[src/rtl/register_dump_reader.sv]
// rtl/register_dump_reader.sv - walks an inclusive register range and streams {index, data} words
// Every fetched word is held in output registers until the consumer accepts it.

module register_dump_reader #(
   parameter int DATA_WIDTH = 32,
   parameter int ADDR_WIDTH = 5
) (
   input  logic                  clock,
   input  logic                  clear,
   input  logic                  start,
   input  logic [ADDR_WIDTH-1:0] first_reg,
   input  logic [ADDR_WIDTH-1:0] last_reg,
   output logic [ADDR_WIDTH-1:0] rd_addr,
   input  logic [DATA_WIDTH-1:0] rd_data,
   output logic                  out_valid,
   input  logic                  out_ready,
   output logic [DATA_WIDTH-1:0] out_data,
   output logic [ADDR_WIDTH-1:0] out_index,
   output logic                  busy,
   output logic                  done
);

   typedef enum logic [1:0] {
      IDLE  = 2'd0,
      FETCH = 2'd1,
      SEND  = 2'd2,
      DONE  = 2'd3
   } state_t;

   state_t                state, state_nxt;
   logic [ADDR_WIDTH-1:0] cur, cur_nxt;
   logic [ADDR_WIDTH-1:0] lst, lst_nxt;
   logic                  valid_nxt;
   logic [DATA_WIDTH-1:0] data_nxt;
   logic [ADDR_WIDTH-1:0] index_nxt;

   always_ff @(posedge clock or posedge clear) begin
      if (clear) begin
         state     <= IDLE;
         cur       <= '0;
         lst       <= '0;
         out_valid <= 1'b0;
         out_data  <= '0;
         out_index <= '0;
         busy      <= 1'b0;
         done      <= 1'b0;
      end else begin
         state     <= state_nxt;
         cur       <= cur_nxt;
         lst       <= lst_nxt;
         out_valid <= valid_nxt;
         out_data  <= data_nxt;
         out_index <= index_nxt;
         busy      <= (state_nxt != IDLE);
         done      <= (state_nxt == DONE);
      end
   end

   always_comb begin
      state_nxt = state;
      cur_nxt   = cur;
      lst_nxt   = lst;
      valid_nxt = out_valid;
      data_nxt  = out_data;
      index_nxt = out_index;
      rd_addr   = '0;
      case (state)
         IDLE: begin
            // An empty range still reports completion so the requester is never left waiting.
            if (start) begin
               if (first_reg <= last_reg) begin
                  cur_nxt   = first_reg;
                  lst_nxt   = last_reg;
                  state_nxt = FETCH;
               end else begin
                  state_nxt = DONE;
               end
            end
         end
         FETCH: begin
            rd_addr   = cur;
            data_nxt  = rd_data;
            index_nxt = cur;
            valid_nxt = 1'b1;
            state_nxt = SEND;
         end
         SEND: begin
            // Compare before incrementing so a range ending at the top index never wraps.
            if (out_valid && out_ready) begin
               valid_nxt = 1'b0;
               if (cur == lst) begin
                  state_nxt = DONE;
               end else begin
                  cur_nxt   = cur + 1'b1;
                  state_nxt = FETCH;
               end
            end
         end
         DONE: begin
            state_nxt = IDLE;
         end
         default: begin
            state_nxt = IDLE;
         end
      endcase
   end

endmodule

[config.mk]
export PLATFORM = sky130hd
export DESIGN_NAME = register_dump_reader
export DESIGN_NICKNAME = d
export VERILOG_FILES = /design/src/rtl/register_dump_reader.sv
export SDC_FILE = /design/constraint.sdc
export NUM_CORES = 1
export LEC_CHECK = 0
export CAP_MARGIN = 5
export CORE_MARGIN = 3
export CORE_UTILIZATION = 30
export CTS_BUF_LIST = sky130_fd_sc_hd__clkbuf_8
export DETAILED_ROUTE_END_ITERATION = 8
export HOLD_SLACK_MARGIN = 0.08
export PLACE_DENSITY_LB_ADDON = 0.3
export SYNTH_ARGS = -nofsm -noshare
export SYNTH_HDL_FRONTEND = slang
export SYNTH_SLANG_ARGS = --single-unit
[constraint.sdc]
create_clock -name clock -period 2.4 [get_ports clock]
set_input_delay 0.48 -clock clock [delete_from_list [all_inputs] [get_ports clock]]
set_output_delay 0.48 -clock clock [all_outputs]
set_load 0.01 [all_outputs]
==> metrics.md, run 1 <==
| Metric | Value |
|---|---|
| Status | completed |
| Cell taking the most area after synthesis | dfrtp_1 |
| Worst Tran Pin Value | 0.520 ns |
| Initial Util | 31.8% |
| Yosys warnings | 0 |
| Fin. Hold Viols | 0 |
| Vias | 1,763 |
| Fin crit share | 96.0% |
| Gr busiest metal | met2 |
| Cts repair resizes | 0 |
| Setup-failing EPs final | 0 |
| Post-Syn Nets | 240 |
| Worst setup SP type | flip-flop |
| Routed WL | 5310 um |
| Top post-synthesis cells by count | 52 x dfrtp_1, 37 x mux2_2, 12 x nand2_1, 8 x a21oi_1, 8 x buf_2 |
| Main synth FF type | dfrtp_1 |
| Max-cap viol count | 0 |
| Buffers and inverters on the worst path | 1 |
| WP data required | 1.92 ns |
| Fmax | 434 MHz |
| Final HPWL DP | 4220 um |
| Drt first pass iters | 4 |
| Critical Path Max Stage Delay | 0.55 ns |
| Top post-synthesis cells by area | dfrtp_1 55%, mux2_2 18%, ha_1 3.2%, nand2_1 1.9%, a21oi_1 1.7% |
| Post-synth EDFFs | 0 |
| Synth top area share | 55.0% |
| Clk sinks | 52 |
| Post-DR wirelength/cell | 13.7 um |
| Pwr/cell area | 1260 nW/um^2 |
| Most frequent cell after synthesis | dfrtp_1 |
| Largest net degree at the start of global routing | 23 |
| Io pins | 91 |
| GR Overflow Total | 0 |
| Share of layout cells above drive strength 1 | 23.2% |
| Vias/cell | 4.54 |
| Grt met3 use | 3.51% |
| First-pass GRT wire length | 8730 um |
| Initial DRC Count | 21 |
| Sequential-to-total area share from yosys stat | 55.0% |
| CTS tree | yes |
| Period minus WS final | 2.30 ns |
| Multi-input gate area | 983 um^2 |
| Fin cells | 388 |
| RSZ-0062 raised after global routing | no |
| Number of H-tree levels | 2 |
| Crit path launch | state[1] |
| Reg2Reg Capture Point | cur[1] |
| Crit path DAT | 1.82 ns |
| Yosys reg bits | 52 |
| Post-DRT Antenna Nets | 0 |
| Dpl cells | 381 |
| Worst reg2reg startpoint | cur[3] |
| Met2 usage | 21.0% |
| Core footprint | 7450 um^2 |
| Vias in the first global route | 1,839 |
| GRT Util Overall | 12.2% |
| Post-route cell area | 3570 um^2 |
| Maximum buffer depth of the clock tree | 2 |
| Crit Path Class | flip-flop to primary output |
| Met1 usage | 14.9% |
| Worst hold-check path type | primary input to async pin |
| Antenna violations before repair | 0 |
| CP max FO | 9 |
| Reg2Reg Setup Slack | 0.53 ns |
| Final Net Count | 341 |
| Mapped Cells | 188 |
| Leak | 1.51 nW |
| Drt drc | 0 |
| Register area | 1300 um^2 |
| Hold-fix buffers, CTS | 0 |
| Slowest CP cell | clkdlybuf4s50_1 |
| P&R area growth vs syn | 51.0% |
| CTS Buf Count | 5 |
| Cell Area, Synth | 2360 um^2 |
| Fill cell count | 714 |
| # rows | 31 |
| Die X | 94.8 um |
| Placer Congestion | 0.788 |
| Synth cell types | 37 |
| Rel. slew slack | 65.1% |
| Syn_area_per_cell | 12.6 um^2 |
| Placed Area | 3440 um^2 |
| VDD IR max | 0.000344 V |
| Clock skew | 0.00506 ns |
| Path depth of the worst reg2reg path | 5 |
| Die Span Y | 94.8 um |
| Asr flop ratio synth | 100% |
| Port bufs | 90 |
| # diodes | 0 |
| Max-slew violation count | 0 |
| Post-CTS setup buffer count | 0 |
| Clock root cell | clkbuf_8 |
| Clock Pin Slew Worst Setup and Hold Paths | 0.09 ns |
| Cell family with most CP delay | buffers and inverters |
| Kind of end point of the critical path | primary output |
| Full die area | 8980 um^2 |
| CP Cell Sequence | and2b_2 > and2_1 > clkdlybuf4s50_1 |
| Clock Latency Late Sink | 0.30 ns |
[worst max-delay path by stage]
stage / end / slack (ns) / cells after the start
after detailed placement: cur[1] / -0.05 / 8
after global routing: rd_addr[1] / 0.004 / 3
after CTS: rd_addr[1] / 0.07 / 3
final: rd_addr[1] / 0.1 / 3
after floorplan: cur[1] / 0.43 / 7
after global placement: cur[1] / -0.03 / 8
[cells in the final DEF, fill, tap and decap left out, types with 2 or more instances in the layout]
cell type         n
clkdlybuf4s50_1  90
dfrtp_1          52
mux2_2           37
buf_4            14
nand2_1          12
a21oi_1           8
nand3_1           7
inv_1             6
ha_1              6
nor2_1            5
nor3_1            5
and2_1            5
clkbuf_8          5
o21ai_1           4
xor2_1            3
a31oi_1           2
xnor2_1           2
nand3b_1          2
o211ai_1          2
o22ai_1           2
bufinv_16         2
[per-stage QoR]
| stage | setup slack, ns | power (W) | TNS, ns | hold WS [ns] | util [%] |
|---|---|---|---|---|---|
| final | 0.0958 | 0.00450 | 0 | 0.481 | 47.9 |
| after global routing | 0.00389 | 0.00483 | 0 | 0.506 | 47.9 |
| after floorplan | 0.428 | 0.00280 | 0 | 0.465 | - |
| after detailed placement | -0.0518 | 0.00388 | -0.0712 | 0.486 | 46.2 |
| after global placement | -0.0282 | 0.00382 | -0.0282 | 0.483 | 46.2 |
| after CTS | 0.0694 | 0.00457 | 0 | 0.490 | 47.9 |
[state kept, by name (all words and copies together), names as in the netlist]
register / flops
busy: 1
cur: 5
done: 1
lst: 5
out_data: 32
out_index: 5
out_valid: 1
state: 2
[per-layer routing]
layer | share of wire [%] | wire length, um
met1 | 45 | 2380
met2 | 46 | 2440
met3 | 7.8 | 415
met4 | 1.5 | 80
met5 | 0 | 0
[cell families (layout without fill, tap and decap cells)]
| logic type | Yosys count | count (layout) | synth area share (%) |
|---|---|---|---|
| compound gates | 25 | 25 | 7.51 |
| xor+xnor | 5 | 5 | 1.85 |
| fa+ha+maj | 6 | 6 | 3.17 |
| buf+inv | 17 | 118 | 3.44 |
| flops | 52 | 52 | 55.0 |
| mux | 39 | 39 | 18.7 |
| simple gates | 44 | 44 | 10.3 |
[layout make-up]
type	count	share of cell area, %
inverters	7	0.736
clock inverters	2	1.68
flip-flops and latches	52	36.5
multi-input cells	119	27.5
clock buffers	5	1.93
well taps	99	3.47
repair buffers	104	28.2
[power breakdown]
group | total, W | internal (W) | switching [W]
clock network | 0.000687 | 0.000410 | 0.000277
registers | 0.00160 | 0.00132 | 0.000283
logic | 0.00221 | 0.00134 | 0.000868
No activity file was read; power rests on OpenSTA's default activity.
==> run 2: changes to the inputs <==
- clock period: 2.4 -> 2.95 ns (I/O delays scaled with it)
==> run 2 against run 1 <==
Net effect: core utilization down 1.1 points; combinational power down 22%; global-route usage down 0.38 points; register-to-register slack better by 0.48 ns; power down 22%; flip-flop and latch count unchanged; die area unchanged; largest cell class unchanged; sequential share of layout area up 0.85 points; hold slack better by 0.019 ns; clock skew down 0.0012 ns.
==> metrics.md, run 2 (same netlist as run 1, synthesis figures left out) <==
| Metric | Value |
|---|---|
| Status | completed |
| Routed WL | 5140 um (-3.3%) |
| Clock Pin Slew Worst Setup and Hold Paths | 0.08 ns (about the same) |
| Period minus WS final | 2.40 ns |
| GRT Util Overall | 11.9% (-0.38 points) |
| Fill cell count | 709 (-0.70%) |
| Max-cap viol count | 0 (unchanged) |
| Post-Route Setup TNS | 0 ns (unchanged) |
| Buffers and inverters on the worst path | 1 (unchanged) |
| Io pins | 91 (unchanged) |
| Met2 usage | 20.0% (-1.0 points) |
| # diodes | 0 (unchanged) |
| Full die area | 8980 um^2 (unchanged) |
| Largest net degree at the start of global routing | 21 (-8.7%) |
| Vias in the first global route | 1,802 (-2.0%) |
| Hold Slack | 0.500 ns (+0.0186 ns) |
| RSZ-0062 raised after global routing | no |
| Cell family with most CP delay | buffers and inverters |
| Die Span Y | 94.8 um (unchanged) |
| Critical Path Max Stage Delay | 0.55 ns (about the same) |
| Drt drc | 0 (unchanged) |
| Commonest non-fill, non-tap cell in the layout | clkdlybuf4s50_1 |
| Leak | 1.46 nW (-2.9%) |
| Initial DRC Count | 22 (+4.8%) |
| CTS Buf Count | 5 (unchanged) |
| Cts repair resizes | 0 (unchanged) |
| Port bufs | 90 (unchanged) |
| GR Overflow Total | 0 (unchanged) |
| Post-CTS setup buffer count | 0 (unchanged) |
| Fmax | 417 MHz |
| Top reg by flops | out_data |
| # rows | 31 (unchanged) |
| CTS tree | yes |
| Maximum buffer depth of the clock tree | 2 (unchanged) |
| Gr busiest metal | met2 |
| Worst setup SP type | flip-flop |
| First-pass GRT wire length | 8420 um (-3.6%) |
| Final Net Count | 333 (-2.3%) |
| Worst Tran Pin Value | 0.522 ns (+0.00246 ns) |
| Reg2Reg Setup Slack | 1.01 ns (+0.48 ns) |
| Clock skew | 0.00387 ns (-0.00119 ns) |
| Worst hold-check path type | flip-flop to flip-flop |
| Number of H-tree levels | 2 (unchanged) |
| VDD IR max | 0.000277 V (-20%) |
| Core footprint | 7450 um^2 (unchanged) |
| Crit path DAT | 1.81 ns (about the same) |
| Placer Congestion | 0.805 (+2.1%) |
| Clock root cell | clkbuf_8 |
| Slowest CP cell | clkdlybuf4s50_1 |
| Max-slew violation count | 0 (unchanged) |
| CP Cell Sequence | and2b_2 > and2_1 > clkdlybuf4s50_1 |
| Clk sinks | 52 (unchanged) |
| P&R area growth vs syn | 47.5% |
| Share of layout cells above drive strength 1 | 20.9% (-2.3 points) |
| Pwr/cell area | 1010 nW/um^2 (-20%) |
| Post-DR wirelength/cell | 13.5 um (-1.6%) |
| Fin crit share | 81.4% |
| CP max FO | 9 (unchanged) |
| Fin. Hold Viols | 0 (unchanged) |
| Hold-fix buffers, CTS | 0 (unchanged) |
| Met1 usage | 14.5% (-0.33 points) |
| Kind of end point of the critical path | primary output |
| Drt first pass iters | 4 (unchanged) |
| Clock Latency Late Sink | 0.29 ns (about the same) |
| Vias/cell | 4.56 (+0.34%) |
| Final HPWL DP | 4070 um (-3.7%) |
| Max FFs per register | 32 (unchanged) |
| WP data required | 2.36 ns (+0.44 ns) |
| Post-DRT Antenna Nets | 0 (unchanged) |
| Die X | 94.8 um (unchanged) |
| Initial Util | 31.8% (unchanged) |
| Crit Path Class | flip-flop to primary output |
| Vias | 1,737 (-1.5%) |
| Rel. slew slack | 64.9% (-0.17 points) |
| Commonest non-fill, non-tap cells in the layout | 90 x clkdlybuf4s50_1, 52 x dfrtp_1, 37 x mux2_2 |
| Setup-failing EPs final | 0 (unchanged) |
| Antenna violations before repair | 0 (unchanged) |
| Grt met3 use | 3.82% (+0.32 points) |
==> run 2: changes by cell type in the layout (fill, tap and decap cells not counted), sizes merged <==
cell / before / now
buf: 14 / 6
inv: 7 / 8
bufinv: 2 / 1
clkinv: 0 / 1
==> run 2: layout make-up <==
class / instances / area, um^2 / share of cell area [%]
multi-input cells: 119 / 983 / 28.2
clock buffers: 5 / 68.8 / 1.97
inverters: 7 / 26.3 / 0.753
well taps: 99 / 124 / 3.55
clock inverters: 3 / 38.8 / 1.11
flip-flops and latches: 52 / 1300 / 37.3
repair buffers: 96 / 946 / 27.1
==> run 2: metrics by stage <==
step	instance area (um^2)	setup WS [ns]	power (W)	utilization (%)	instances
floorplan	2360	0.868	0.00228	-	188
global placement	3380	0.350	0.00307	45.4	373
detailed placement	3380	0.299	0.00310	45.4	373
CTS	3490	0.514	0.00358	46.8	381
global route	3490	0.429	0.00378	46.8	381
finish	3490	0.549	0.00351	46.8	381
==> run 2: power breakdown <==
| part | total (W) | switching [W] | internal [W] |
|---|---|---|---|
| clock | 0.000463 | 0.000215 | 0.000248 |
| combinational | 0.00173 | 0.000676 | 0.00106 |
| sequential | 0.00131 | 0.000244 | 0.00107 |
==> run 2: final timing paths <==
check | start | endpoint | cells after the start
max reg2reg | cur[2] | cur[1] | 5
min in group asynchronous | clear | out_data[27] | 2
max | state[1] | rd_addr[1] | 3
min reg2reg | lst[0] | lst[0] | 2
max in group asynchronous | clear | out_data[17] | 3
min | lst[0] | lst[0] | 2
==> run 2: layer usage <==
layer / wire, um / share of wire [%]
met1: 2260 / 44
met2: 2390 / 46
met3: 433 / 8.4
met4: 55 / 1.1
met5: 0 / 0
==> run 2: worst register-to-register path, cell delays in order, from the launching register on <==
cell and delay (ns):
dfrtp_1 0.47, xor2_1 0.20, nor3_1 0.47, a31oi_4 0.21
nor2_4 0.17, mux2_4 0.31
==> run 3: changes to the inputs <==
- clock period: 2.95 -> 2.5 ns (I/O delays scaled with it)
==> run 3 against run 2 <==
Net effect: sequential share of layout area is 0.36 points lower; hold slack got worse by 0.00058 ns; non-clock buffer count increased by 4; core utilization rose by 0.45 points; design area is 0.97% higher; routed wire length up 4.3%; critical path type unchanged; highest routed layer unchanged.
==> metrics.md, run 3 (same netlist as run 1, synthesis figures left out) <==
| Metric | Value |
|---|---|
| Drt first pass iters | 4 (unchanged) |
| Max FFs per register | 32 (unchanged) |
| Status | completed |
| Largest net degree at the start of global routing | 29 (+38%) |
| Core footprint | 7450 um^2 (unchanged) |
| Cts repair resizes | 0 (unchanged) |
| Final HPWL DP | 4180 um (+2.7%) |
| Clock root cell | clkbuf_8 |
| Post-Route Setup TNS | 0 ns (unchanged) |
| Reg2Reg Capture Point | cur[1] |
| Hold-fix buffers, CTS | 0 (unchanged) |
| Final WS setup | 0.183 ns (-0.366 ns) |
| Place WS | 0.00222 ns (-0.296 ns) |
| Clock Pin Slew Worst Setup and Hold Paths | 0.09 ns (about the same) |
| Post-DR wirelength/cell | 13.9 um (+3.2%) |
| Fill cell count | 700 (-1.3%) |
| Reg2Reg Setup Slack | 0.62 ns (-0.39 ns) |
| RSZ-0062 raised after global routing | no |
| Top reg by flops | out_data |
| Worst setup SP type | flip-flop |
| Initial Util | 31.8% (unchanged) |
| P&R area growth vs syn | 48.9% |
| Worst Tran Pin Value | 0.581 ns (+0.0581 ns) |
| Clock Latency Late Sink | 0.30 ns (about the same) |
| Antenna violations before repair | 0 (unchanged) |
| First-pass GRT wire length | 8400 um (-0.25%) |
| End of the critical path | rd_addr[1] |
| Clk sinks | 52 (unchanged) |
| VDD IR max | 0.000311 V (+12%) |
| Vias | 1,763 (+1.5%) |
| # diodes | 0 (unchanged) |
| Kind of end point of the critical path | primary output |
| Clock skew | 0.00710 ns (+0.00324 ns) |
| Crit Path Class | flip-flop to primary output |
| Fin. Hold Viols | 0 (unchanged) |
| CTS tree | yes |
| Path depth of the worst reg2reg path | 5 (unchanged) |
| Register area | 1300 um^2 (unchanged) |
| Pwr/cell area | 1190 nW/um^2 (+19%) |
| Commonest non-fill, non-tap cell in the layout | clkdlybuf4s50_1 |
| Fin util | 47.3% (+0.45 points) |
| # rows | 31 (unchanged) |
| Post-CTS setup buffer count | 0 (unchanged) |
| WP data required | 2.00 ns (-0.36 ns) |
| Met3 wire len | 413 um (-4.6%) |
| Fin crit share | 92.7% |
| Die Span Y | 94.8 um (unchanged) |
| Routed WL | 5360 um (+4.3%) |
| Full die area | 8980 um^2 (unchanged) |
| CP max FO | 9 (unchanged) |
| Initial DRC Count | 22 (unchanged) |
| Max-slew violation count | 0 (unchanged) |
| Io pins | 91 (unchanged) |
| Die X | 94.8 um (unchanged) |
| DR top layer | met4 |
| Rel. slew slack | 61.2% (-3.7 points) |
| GR Overflow Total | 0 (unchanged) |
| Placer Congestion | 0.820 (+1.9%) |
| Vias in the first global route | 1,763 (-2.2%) |
| Leak | 1.48 nW (+0.92%) |
| Crit path DAT | 1.82 ns (about the same) |
| Port bufs | 90 (unchanged) |
| Max-cap viol count | 0 (unchanged) |
| Post-DRT Antenna Nets | 0 (unchanged) |
| Period minus WS final | 2.32 ns |
| Number of H-tree levels | 2 (unchanged) |
| Worst hold-check path type | flip-flop to flip-flop |
| Share of layout cells above drive strength 1 | 22.4% (+1.5 points) |
| Drt drc | 0 (unchanged) |
| Met2 wire length | 2480 um (+3.9%) |
| Multi-input gate area | 983 um^2 (unchanged) |
| Maximum buffer depth of the clock tree | 2 (unchanged) |
| Post-route cell area | 3520 um^2 (+0.97%) |
| Final Net Count | 337 (+1.2%) |
| Placed Area | 3410 um^2 (+0.89%) |
| Commonest non-fill, non-tap cells in the layout | 90 x clkdlybuf4s50_1, 52 x dfrtp_1, 37 x mux2_2 |
| Fmax | 432 MHz |
| CTS Buf Count | 5 (unchanged) |
| Crit path launch | state[1] |
| Setup-failing EPs final | 0 (unchanged) |
| DRT met1 WL | 2420 um (+7.0%) |
| Vias/cell | 4.58 (+0.44%) |
| GRT Util Overall | 12.0% (+0.12 points) |
| Worst reg2reg startpoint | cur[0] |
==> run 3: power breakdown <==
| part | internal [W] | switching (W) |
|---|---|---|
| clock | 0.000297 | 0.000275 |
| sequential | 0.00126 | 0.000279 |
| combinational | 0.00127 | 0.000820 |
| total | 0.00283 | 0.00137 |
==> run 3: per-layer routing <==
metal	up-vias	GRT usage (%)
li1	852	-
met1	836	15.1
met2	71	19.7
met3	4	3.75
met4	0	3.37
met5	-	0
==> run 3: worst min path at each step <==
stage                        end  slack, ns  depth (start not counted)    startpoint
finish                    lst[0]       0.50                          2        lst[0]
global placement          lst[0]       0.48                          2        lst[0]
floorplan                 lst[0]       0.47                          2        lst[0]
detailed placement        lst[0]       0.48                          2        lst[0]
CTS                       lst[0]       0.51                          2        lst[0]
global route        out_data[14]       0.53                          1  out_data[14]
==> run 3: final cells by class <==
class / instances / area share [%]
flip-flops and latches: 52 / 36.9
multi-input cells: 119 / 27.9
repair buffers: 100 / 27.7
well taps: 99 / 3.52
clock buffers: 5 / 1.95
clock inverters: 3 / 1.21
inverters: 7 / 0.746
==> run 3: per-stage QoR <==
stage          instances  hold slack (ns)  power (W)
2_1_floorplan        188            0.465    0.00269
3_3_place_gp         377            0.481    0.00365
3_5_place_dp         377            0.485    0.00370
4_1_cts              385            0.507    0.00428
5_1_grt              385            0.531    0.00452
6_report             385            0.499    0.00421
==> run 3: worst max-delay path: stages, from the launching register on <==
cell and delay, ns:
dfrtp_1 0.47, and2b_2 0.35, and2_1 0.15, clkdlybuf4s50_1 0.55
